<file path="config.mk">
export PLATFORM = sky130hd
export DESIGN_NAME = reg_file_struct
export DESIGN_NICKNAME = d
export VERILOG_FILES = /design/src/rtl/reg_file_pkg.sv /design/src/rtl/reg_file_struct_reg_cell.sv /design/src/rtl/reg_file_struct.sv
export SDC_FILE = /design/constraint.sdc
export NUM_CORES = 1
export LEC_CHECK = 0
export ABC_CLOCK_PERIOD_IN_PS = 2600
export BUFFER_PORTS_ARGS = -buffer_cell sky130_fd_sc_hd__buf_2
export CORE_ASPECT_RATIO = 1.25
export CORE_MARGIN = 5
export CORE_UTILIZATION = 40
export CTS_BUF_LIST = sky130_fd_sc_hd__clkbuf_4 sky130_fd_sc_hd__clkbuf_8
export DETAILED_ROUTE_END_ITERATION = 7
export GPL_ROUTABILITY_DRIVEN = 0
export RECOVER_POWER = 100
export SLEW_MARGIN = 10
export SYNTH_ARGS = -nofsm -noshare
export SYNTH_HDL_FRONTEND = slang
export SYNTH_HIERARCHICAL = 1
export SYNTH_SLANG_ARGS = --single-unit
</file>
<file path="constraint.sdc">
create_clock -name clk -period 2.6 [get_ports clk]
set_input_delay 0.52 -clock clk [delete_from_list [all_inputs] [get_ports clk]]
set_output_delay 0.52 -clock clk [all_outputs]
set_load 0.005 [all_outputs]
</file>
<file path="src/rtl/reg_file_pkg.sv">
// Shared types and sizes for the reg_file_struct register file.
package reg_file_pkg;

    localparam int WIDTH    = 16;
    localparam int ADDR_W   = 4;
    localparam int NUM_REGS = 2 ** ADDR_W;

    typedef logic [WIDTH-1:0]    word_t;
    typedef logic [ADDR_W-1:0]   addr_t;
    typedef logic [NUM_REGS-1:0] onehot_t;

endpackage

</file>
<file path="src/rtl/reg_file_struct_reg_cell.sv">
// One register of the file: a WIDTH-bit flop with synchronous active-low clear
// and a load enable. Clear wins over load.
module reg_cell
    import reg_file_pkg::*;
(
    input  logic  clk,
    input  logic  nClear,
    input  logic  en,
    input  word_t d,
    output word_t q
);

    // NOTE: sequential state uses non-blocking (<=) so every cell samples its
    // inputs from the same pre-edge snapshot.
    always_ff @(posedge clk) begin
        if (!nClear) begin
            q <= '0;
        end else if (en) begin
            q <= d;
        end
    end

endmodule

</file>
<file path="src/rtl/reg_file_struct.sv">
// 16x16 register file: two combinational read ports (A, B), one synchronous
// write port (C). Optional A/B write forwarding when WRITE_BYPASS_EN is defined.
module reg_file_struct
    import reg_file_pkg::*;
(
    input  logic  clk,
    input  logic  nClear,
    input  logic  load,
    input  addr_t Caddr,
    input  word_t C,
    input  addr_t Aaddr,
    input  addr_t Baddr,
    output word_t A,
    output word_t B
);

    onehot_t we;
    word_t   q [NUM_REGS];
    word_t   a_raw;
    word_t   b_raw;

    // NOTE: every always_comb output gets a default first; a missing branch
    // would otherwise infer a latch.
    always_comb begin
        we = '0;
        if (load) begin
            we[Caddr] = 1'b1;
        end
    end

    for (genvar i = 0; i < NUM_REGS; i++) begin : g_cell
        reg_cell u_cell (
            .clk    (clk),
            .nClear (nClear),
            .en     (we[i]),
            .d      (C),
            .q      (q[i])
        );
    end

    always_comb begin
        a_raw = q[Aaddr];
        b_raw = q[Baddr];
    end

`ifdef WRITE_BYPASS_EN
    // Forward the pending write so a same-cycle reader sees the new value.
    logic fwd_ok;
    assign fwd_ok = load && nClear;
    assign A = (fwd_ok && (Aaddr == Caddr)) ? C : a_raw;
    assign B = (fwd_ok && (Baddr == Caddr)) ? C : b_raw;
`else
    assign A = a_raw;
    assign B = b_raw;
`endif

endmodule

</file>
==> impl_results.md <==
* Tmin final at 2.55 ns
* Vias in the first global route at about 9700
* Vias at 9430
* Routed wire per std cell at between 20 and 25 um
* Pwr per Cell Area at roughly 560 nW/um^2
* CTS root buffer: clkbuf_8
* CORE AREA at around 34000 um^2
* Std cell rows at 76
* Largest registers: g_cell.u_cell/q (256)
* Final Hold Viols at 0
* Status: finished, final reports clean
* Setup TNS at 0 ns
* Area leader, netlist: dfxtp_1
* Global Route Usage Sum at 20.3%
* Worst skew pair latency at around 0.55 ns
* Port-buffer cells at a little over 60
* Count of distinct cell types in the synthesized netlist at 23
* Peak supply drop at roughly 0.49 mV
* Cts hold-fix bufs at 0
* Nets at approximately 1300
* Setup violators final at 0
* H-tree depth at 2
* Die area at between 30000 and 40000 um^2
* Number of flip-flops in the largest register at about 260
* Top cells by area, synth: dfxtp_1 (37%), mux2i_1 (19%), mux4_2 (17%)
* Critical path start-end classification: in -> out
* Syn nets at approximately 1100
* Slew Limit Fails at 0
* Overall power consumption at about 9 mW
* Share of the synthesized area in the top cell type at about 37%
* Initial DRC Count at 668
* Fin area at approximately 16000 um^2
* Worst Hold Class: in -> reg
* Final Skew at 0 ns
* Final period util at a little over nine tenths
* Synth warn at 6
* Antenna Nets Post-Route at 0
* Die width at between 150 and 200 um
* Mean post-synth cell area at roughly 12 um^2
* Pin count of the biggest net entering global routing at 70
* Seq cells post-synth at 256
* Max transition margin at under 10%
* P&R area growth vs syn at 14.4%
* Total wire length after detailed routing at 39600 um
* Starting Density at between 40% and 50%
* Clock slew at reported path FFs at 0.06 ns
* Mapped Cells at ~1100
* Ports at 63
* Biggest register: g_cell.u_cell/q
* Max cap viols at 0
* Sinks on the clock net at roughly 260
* Max clock buf depth at 3
* CTS tree: yes
* Achievable Freq at 392 MHz
* Critical path required time at 2.08 ns
* Startpoint Class: input port
* Placed Area at between 10000 and 15000 um^2
* Cell Area, Synth at between 10000 and 15000 um^2
* CTS Buf Count at between 40 and 50
* Chip Height at 218 um
* Initial antenna violation count at 2
* Worst setup EP type: primary output
* Hpwl dp at ~24000 um
* First-pass GRT wire length at between 60000 and 70000 um
* Leak Pwr at 5.27 nW
* Avg Vias per Cell at 5.47
* Drt drc at 0
* RSZ-0062 raised after global routing: no
* Worst slew pin tran at 1.43 ns
* Grt total ovfl at 0
* Seq/Total Area, Yosys at 37.0%
* Crit path DAT at slightly above 2 ns
* Layout cells sized above 1 at 26.8%
* First-pass DRT Iterations at 4
* Crit path max fanout at 14
==> worst paths after layout <==
check	start	endpoint	slack [ns]	cells past startpoint
worst max-delay path	Baddr[0]	B[15]	0.05	7
worst min-delay path	C[11]	g_cell[5].u_cell/q[11]	0.42	3
worst max register to register	g_cell[0].u_cell/q[1]	g_cell[0].u_cell/q[1]	1.92	2
worst min register to register	g_cell[5].u_cell/q[11]	g_cell[5].u_cell/q[11]	0.53	2
==> metal layers <==
layer	track usage [%]	vias to the layer above	wire [um]
met4	5.47	0	806
li1	-	4345	-
met1	28.7	4737	18400
met3	3.59	62	1980
met2	32.2	286	18400
met5	0	-	0
==> power breakdown <==
| part | switching, mW | leakage [nW] | internal [mW] |
|---|---|---|---|
| clock | 1.64 | 0.524 | 2.45 |
| sequential | 0.0361 | 2.07 | 3.98 |
| combinational | 0.443 | 2.68 | 0.382 |
==> repair_timing <==
| item | in CTS | in global routing |
|---|---|---|
| gates resized for setup | 2 | 7 |
| endpoints found under the setup margin | 6 | 10 |
| setup buffers | 0 | 36 |
| pin swaps | 0 | 1 |
==> layout make-up <==
| type | count | area, um^2 |
|---|---|---|
| fill | 3173 | 18500 |
| clock inverter | 8 | 140 |
| multi-input combinational | 767 | 7950 |
| timing repair buffer | 154 | 1190 |
| antenna | 1 | 2.50 |
| clock buffer | 69 | 843 |
| sequential | 256 | 5120 |
| tap | 468 | 586 |
==> placed cells by master (no fill, tap or decap), drive strengths merged, types with 14 or more instances in the layout <==
| cell type | Yosys | routed |
|---|---|---|
| mux2i | 256 | 256 |
| buf | 57 | 111 |
| nand2 | 33 | 33 |
| clkbuf | 32 | 112 |
| mux4 | 128 | 128 |
| nor2 | 14 | 14 |
| dfxtp | 256 | 256 |
| nor2b | 260 | 260 |
| a22oi | 64 | 64 |
==> critical path: stages <==
cell      delay, ns
buf_4          0.16
buf_12         0.18
clkbuf_2       0.16
mux4_2         0.50
a22oi_1        0.23
nand2_1        0.12
buf_2          0.15
==> kinds of logic after synthesis <==
family | count (synthesis) | share of synthesized area [%]
DFF | 256 | 37.0
muxes | 384 | 39.9
buffers and inverters | 90 | 5.99
and+or+nand+nor | 319 | 13.6
AOI/OAI and AO/OA | 64 | 3.47
==> cells in the mapped netlist <==
master and instances:
buf_12 16, nand2_1 33, buf_2 8, nand2b_1 2, buf_6 24, and2_1 2
or3b_2 1, nand3_1 1, nor3_1 4, mux4_4 3, nor2_1 14, buf_4 7
clkbuf_1 31, mux2i_1 256, mux4_1 20, dfxtp_1 256, buf_1 2, dlygate4sd1_1 1
clkbuf_8 1, nor2b_1 260, a22oi_1 64, mux4_2 105, nand3b_1 2
==> metrics by stage <==
| stage | instances | utilization (%) | setup slack, ns | hold slack [ns] |
|---|---|---|---|---|
| after global routing | 1722 | 46.1 | 0.00292 | 0.414 |
| after detailed placement | 1609 | 42.7 | -0.0241 | 0.519 |
| after global placement | 1609 | 42.7 | -0.0419 | 0.507 |
| after floorplan | 1113 | - | 0.458 | 0.488 |
| final | 1723 | 46.1 | 0.0520 | 0.423 |
| after CTS | 1686 | 45.6 | 0.0162 | 0.395 |
(Power assumes the default switching activity.)
